===== src/rtl/mem_arbiter_pkg.sv =====
// Shared types for the instruction/data RAM arbiter: RAM handshake state and
// arbiter FSM encoding.
package mem_arbiter_pkg;

  localparam int unsigned WORD_W = 32;

  typedef logic [WORD_W-1:0] word_t;

  typedef enum logic [1:0] {
    FREE   = 2'd0,
    BUSY   = 2'd1,
    ACCESS = 2'd2,
    ERROR  = 2'd3
  } ramstate_t;

  typedef enum logic [1:0] {
    IDLE   = 2'd0,
    IGRANT = 2'd1,
    DGRANT = 2'd2
  } arb_state_t;

endpackage


===== src/rtl/mem_arbiter_if.sv =====
// Cache-side request ports and RAM-side ports of the arbiter, bundled so the
// arbiter (slave) and its environment (master) see complementary directions.
interface mem_arbiter_if;
  import mem_arbiter_pkg::*;

  // instruction requester
  logic      iREN;
  word_t     iaddr;
  logic      iwait;
  word_t     iload;
  // data requester
  logic      dREN;
  logic      dWEN;
  word_t     daddr;
  word_t     dstore;
  logic      dwait;
  word_t     dload;
  // RAM
  logic      ramREN;
  logic      ramWEN;
  word_t     ramaddr;
  word_t     ramstore;
  word_t     ramload;
  ramstate_t ramstate;

  modport slave (
    input  iREN, iaddr, dREN, dWEN, daddr, dstore, ramload, ramstate,
    output iwait, iload, dwait, dload, ramREN, ramWEN, ramaddr, ramstore
  );

  modport master (
    output iREN, iaddr, dREN, dWEN, daddr, dstore, ramload, ramstate,
    input  iwait, iload, dwait, dload, ramREN, ramWEN, ramaddr, ramstore
  );

endinterface


===== src/rtl/mem_arbiter.sv =====
// Arbitrates one single-ported RAM between instruction fetch and data memory.
// Data wins ties; a starvation counter forces an instruction grant.
module mem_arbiter
  import mem_arbiter_pkg::*;
#(
  parameter int unsigned STARVE_LIMIT = 4
) (
  input logic          CLK,
  input logic          nRST,
  mem_arbiter_if.slave bus
);

  localparam int unsigned CNT_W = $clog2(STARVE_LIMIT + 1);
  localparam logic [CNT_W-1:0] LIMIT = CNT_W'(STARVE_LIMIT);

  arb_state_t       state;
  arb_state_t       next_state;
  logic [CNT_W-1:0] starve_cnt;
  logic             d_req;
  logic             i_done;
  logic             d_done;

  assign d_req = bus.dREN || bus.dWEN;

  // State register; outputs decode from it so reset drops enables at once.
  always_ff @(posedge CLK or negedge nRST) begin
    if (!nRST) begin
      state <= IDLE;
    end else begin
      state <= next_state;
    end
  end

  // Next-state and output decode.
  always_comb begin
    next_state   = state;
    i_done       = 1'b0;
    d_done       = 1'b0;
    bus.iwait    = 1'b1;
    bus.iload    = '0;
    bus.dwait    = 1'b1;
    bus.dload    = '0;
    bus.ramREN   = 1'b0;
    bus.ramWEN   = 1'b0;
    bus.ramaddr  = '0;
    bus.ramstore = '0;

    case (state)
      IDLE: begin
        if (bus.iREN && (!d_req || starve_cnt == LIMIT)) begin
          next_state = IGRANT;
        end else if (d_req) begin
          next_state = DGRANT;
        end
      end

      IGRANT: begin
        if (!bus.iREN) begin
          next_state = IDLE;
        end else begin
          bus.ramREN  = 1'b1;
          bus.ramaddr = bus.iaddr;
          case (bus.ramstate)
            ACCESS: begin
              bus.iwait  = 1'b0;
              bus.iload  = bus.ramload;
              i_done     = 1'b1;
              next_state = IDLE;
            end
            ERROR:   next_state = IDLE;
            default: ;
          endcase
        end
      end

      DGRANT: begin
        if (!d_req) begin
          next_state = IDLE;
        end else begin
          bus.ramWEN   = bus.dWEN;
          bus.ramREN   = bus.dREN && !bus.dWEN;
          bus.ramaddr  = bus.daddr;
          bus.ramstore = bus.dstore;
          case (bus.ramstate)
            ACCESS: begin
              bus.dwait  = 1'b0;
              bus.dload  = bus.ramload;
              d_done     = 1'b1;
              next_state = IDLE;
            end
            ERROR:   next_state = IDLE;
            default: ;
          endcase
        end
      end

      default: next_state = IDLE;
    endcase
  end

  // Consecutive data completions seen while an instruction fetch waits.
  always_ff @(posedge CLK or negedge nRST) begin
    if (!nRST) begin
      starve_cnt <= '0;
    end else if (!bus.iREN || i_done) begin
      starve_cnt <= '0;
    end else if (d_done && starve_cnt != LIMIT) begin
      starve_cnt <= starve_cnt + CNT_W'(1);
    end
  end

endmodule


===== src/flat_wrapper.sv =====
// flat-port wrapper written by rule: the top's interface ports become plain ports
module mem_arbiter_flat import mem_arbiter_pkg::*;
#(
  parameter int unsigned STARVE_LIMIT = 4
)
  (CLK, nRST, bus_iREN, bus_iaddr, bus_dREN, bus_dWEN, bus_daddr, bus_dstore, bus_ramload, bus_ramstate, bus_iwait, bus_iload, bus_dwait, bus_dload, bus_ramREN, bus_ramWEN, bus_ramaddr, bus_ramstore);
  mem_arbiter_if bus_i ();
  input logic CLK;
  input logic nRST;
  input wire logic [$bits(bus_i.iREN)-1:0] bus_iREN;
  input wire logic [$bits(bus_i.iaddr)-1:0] bus_iaddr;
  input wire logic [$bits(bus_i.dREN)-1:0] bus_dREN;
  input wire logic [$bits(bus_i.dWEN)-1:0] bus_dWEN;
  input wire logic [$bits(bus_i.daddr)-1:0] bus_daddr;
  input wire logic [$bits(bus_i.dstore)-1:0] bus_dstore;
  input wire logic [$bits(bus_i.ramload)-1:0] bus_ramload;
  input wire logic [$bits(bus_i.ramstate)-1:0] bus_ramstate;
  output wire logic [$bits(bus_i.iwait)-1:0] bus_iwait;
  output wire logic [$bits(bus_i.iload)-1:0] bus_iload;
  output wire logic [$bits(bus_i.dwait)-1:0] bus_dwait;
  output wire logic [$bits(bus_i.dload)-1:0] bus_dload;
  output wire logic [$bits(bus_i.ramREN)-1:0] bus_ramREN;
  output wire logic [$bits(bus_i.ramWEN)-1:0] bus_ramWEN;
  output wire logic [$bits(bus_i.ramaddr)-1:0] bus_ramaddr;
  output wire logic [$bits(bus_i.ramstore)-1:0] bus_ramstore;
  assign bus_i.iREN = bus_iREN;
  assign bus_i.iaddr = bus_iaddr;
  assign bus_i.dREN = bus_dREN;
  assign bus_i.dWEN = bus_dWEN;
  assign bus_i.daddr = bus_daddr;
  assign bus_i.dstore = bus_dstore;
  assign bus_i.ramload = bus_ramload;
  assign bus_i.ramstate = bus_ramstate;
  assign bus_iwait = bus_i.iwait;
  assign bus_iload = bus_i.iload;
  assign bus_dwait = bus_i.dwait;
  assign bus_dload = bus_i.dload;
  assign bus_ramREN = bus_i.ramREN;
  assign bus_ramWEN = bus_i.ramWEN;
  assign bus_ramaddr = bus_i.ramaddr;
  assign bus_ramstore = bus_i.ramstore;
  mem_arbiter #(.STARVE_LIMIT(STARVE_LIMIT)) u_core (.CLK(CLK), .nRST(nRST), .bus(bus_i));
endmodule

===== config.mk =====
export PLATFORM = sky130hd
export DESIGN_NAME = mem_arbiter_flat
export DESIGN_NICKNAME = d
export VERILOG_FILES = /design/src/rtl/mem_arbiter_pkg.sv /design/src/rtl/mem_arbiter_if.sv /design/src/rtl/mem_arbiter.sv /design/src/flat_wrapper.sv
export SDC_FILE = /design/constraint.sdc
export NUM_CORES = 1
export LEC_CHECK = 0
export CAP_MARGIN = 20
export CORE_AREA = 3 3 103 105
export DETAILED_ROUTE_END_ITERATION = 8
export DIE_AREA = 0 0 106 108
export HOLD_SLACK_MARGIN = 0.06
export PLACE_DENSITY_LB_ADDON = 0.08
export SETUP_SLACK_MARGIN = 0.4
export SLEW_MARGIN = 20
export SYNTH_ARGS = -nofsm -noshare
export SYNTH_HDL_FRONTEND = slang
export SYNTH_SLANG_ARGS = --single-unit
export TNS_END_PERCENT = 5

===== constraint.sdc =====
create_clock -name CLK -period 1.6 [get_ports CLK]
set_input_delay 0.24 -clock CLK [delete_from_list [all_inputs] [get_ports CLK]]
set_output_delay 0.24 -clock CLK [all_outputs]
set_load 0.03 [all_outputs]

==> flow_summary.yaml <==
outcome:
  status: "finished with violations"
  violations: "negative setup slack"
timing:
  fin_skew_ns: 0.00186
  finalSetupViolCount: 130
  fin_ws_ns: -0.339
  relSlewSlack: 0.830
  max_freq_mhz: 516
  finalHoldWorstSlack_ns: 0.238
  drv_slew: 0
  hold_viol: 0
  rsz0062_at_grt: "true"
  fin_crit_ns: 1.94
  fin_tns_setup_ns: -33.74
  post-route-period-util: 1.21
  worst_slew_pin_slew_ns: 0.254
clock_tree:
  clock-root-buffer: "clkbuf_8"
  postCtsHoldBufs: 0
  numCtsBuffers: 3
  cts.reportedPaths.clkPinSlew_ns: 0.03
  cts_tree: "built"
  h-tree-depth: 1
  cts_sinks: 5
  clk_latency_ns: 0.22
  clock_path_buffers: 2
layout:
  fill_cells: 875
  fin_nets: 660
  finish.instance_area_um2: 5730
  final_common_cell: "clkdlybuf4s50_1"
  area_growth_pct: 254
  multi_input_area_um2: 2110
  seqCellArea_um2: 125
  drive_gt1_frac: 0.654
  final_cell_mix: "clkdlybuf4s50_1, buf_6, and3_4, buf_4, and2_4"
  diodes: 0
critical_path:
  r2r_slack_ns: 0.02
  arrival_ns: 1.70
  cp_max_fo: 7
  r2r-end: "u_core.state[1]$_DFFE_PN0P_"
  reg2reg_from: "u_core.state[0]$_DFFE_PN0P_"
  required_ns: 1.36
  critPathLaunchType: "register"
  setup.worst_path.end_class: "primary output"
  crit_type: "reg -> out"
  startpoint: "u_core.state[0]$_DFFE_PN0P_"
  worstSetupEndpoint: "bus_ramaddr[18]"
  r2r_cells: 7
synth:
  seq_area_frac_synth: 0.0772
  synth_area_leader_cell: "and3_1"
  yosysUniqueCellTypes: 29
  synth_area_leaders: "and3_1, a22oi_1, and2_1"
  syn_area_um2: 1620
  avgSynthCellArea_um2: 6.75
  synthCells: 240
  synth.top_cell.area_share: 0.255
  syn_nets: 381
  ys_ff_latch: 5
  yosys_warnings: 0
drt:
  ant_nets: 0
  vias_per_cell: 4.45
  drc: 0
  initialDrtViolationCount: 144
  drtPass1Iterations: 4
  wl_per_cell_um: 17.7
  vias: 2895
  routed_wl_um: 11600
die:
  die_area_um2: 11400
  num_rows: 36
  die_h_um: 108
  ios: 267
  start_util: 0.167
  core_um2: 9730
  fp.dieW_um: 106
placed_design:
  routabilityCongestion: 0.719
  port_buffers: 266
  hpwlAfterDp_um: 9380
  dpl_cell_area_um2: 5070
pwr:
  max-vdd-ir-drop_uv: 791
  p_total_uw: 5420
  leakagePower_uw: 0.00245
  p_per_area_nw_per_um2: 946
grt:
  grt_max_degree: 47
  grt_remaining_overflow: 0
  grt_usage: 0.176
  grt_pass1_vias: 2906
  antenna_found_initial: 0
  grt_pass1_wl_um: 16100
worst_hold_path:
  hold_path_class: "in -> async"
job:
  drv_cap: 0
sequential cells by signal (all words and copies together) (netlist names):
signal,count
u_core.starve_cnt,3
u_core.state,2
layout make-up:
| cell class | instances | area share |
|---|---|---|
| Inverter | 6 | 0.00393 |
| Clock buffer | 4 | 0.00786 |
| Timing Repair Buffer | 302 | 0.570 |
| Multi-Input combinational cell | 201 | 0.368 |
| Sequential cell | 5 | 0.0218 |
| Tap cell | 133 | 0.0290 |
worst min path at each step:
stage                     slack (ns)  startpoint                               end
final                           0.24        nRST       u_core.state[1]$_DFFE_PN0P_
after global routing            0.25        nRST       u_core.state[1]$_DFFE_PN0P_
after CTS                       0.24        nRST       u_core.state[1]$_DFFE_PN0P_
after detailed placement        0.48        nRST  u_core.starve_cnt[1]$_DFFE_PN0P_
after global placement          0.47        nRST  u_core.starve_cnt[0]$_DFFE_PN0P_
after floorplan                -0.06        nRST  u_core.starve_cnt[0]$_DFFE_PN0P_
metrics by stage:
step	utilization	instances	setup WS (ns)
global route	0.589	651	-0.421
detailed placement	0.521	638	-0.335
floorplan	-	240	-0.0258
global placement	0.521	638	-0.296
finish	0.589	651	-0.339
CTS	0.564	646	-0.349
cell usage after synthesis, drive strengths merged:
cell type / instances
a211o: 2
a211oi: 1
a21o: 1
a21oi: 2
a22oi: 32
a2bb2oi: 1
a311oi: 1
a31oi: 1
a32o: 1
and2: 35
and2b: 1
and3: 66
buf: 9
clkbuf: 20
dfrtp: 5
ha: 6
inv: 6
nand2: 3
nand2b: 2
nand4: 2
nor2: 4
nor2b: 33
nor3: 1
o21a: 2
o21ai: 1
o31ai: 2
report_power, final:
group,internal [uW],switching [uW],leakage (uW)
Clock,171,58.1,0.0000228
Combinational,2680,2340,0.00236
Sequential,147,24.3,0.0000673
Total,3000,2420,0.00245
layer usage:
layer | GRT usage | up-vias | wire length, um
met5 | 0 | - | 0
met4 | 0.0342 | 0 | 163
met3 | 0.0358 | 10 | 765
met2 | 0.347 | 139 | 6320
met1 | 0.193 | 1329 | 4300
li1 | - | 1417 | -
cell families after synthesis:
kind of cell,synth area share
compound gates,0.217
flops,0.0772
buf+inv,0.101
fa+ha+maj,0.0463
simple gates,0.558
what timing repair did:
action                     4_1_cts  5_1_grt
pin swaps                       37       33
gates resized for setup         85       42
cloned                           2        3
setup endpoints to repair      137      137
setup buffers                    2        2
worst max-delay path: stages, from the launching register on:
cell	delay (ns)
dfrtp_1	0.40
buf_6	0.13
ha_4	0.15
and2_4	0.21
buf_12	0.15
a22oi_2	0.21
nor2b_4	0.07
buf_12	0.14
Power figures use the tool's default switching activity.
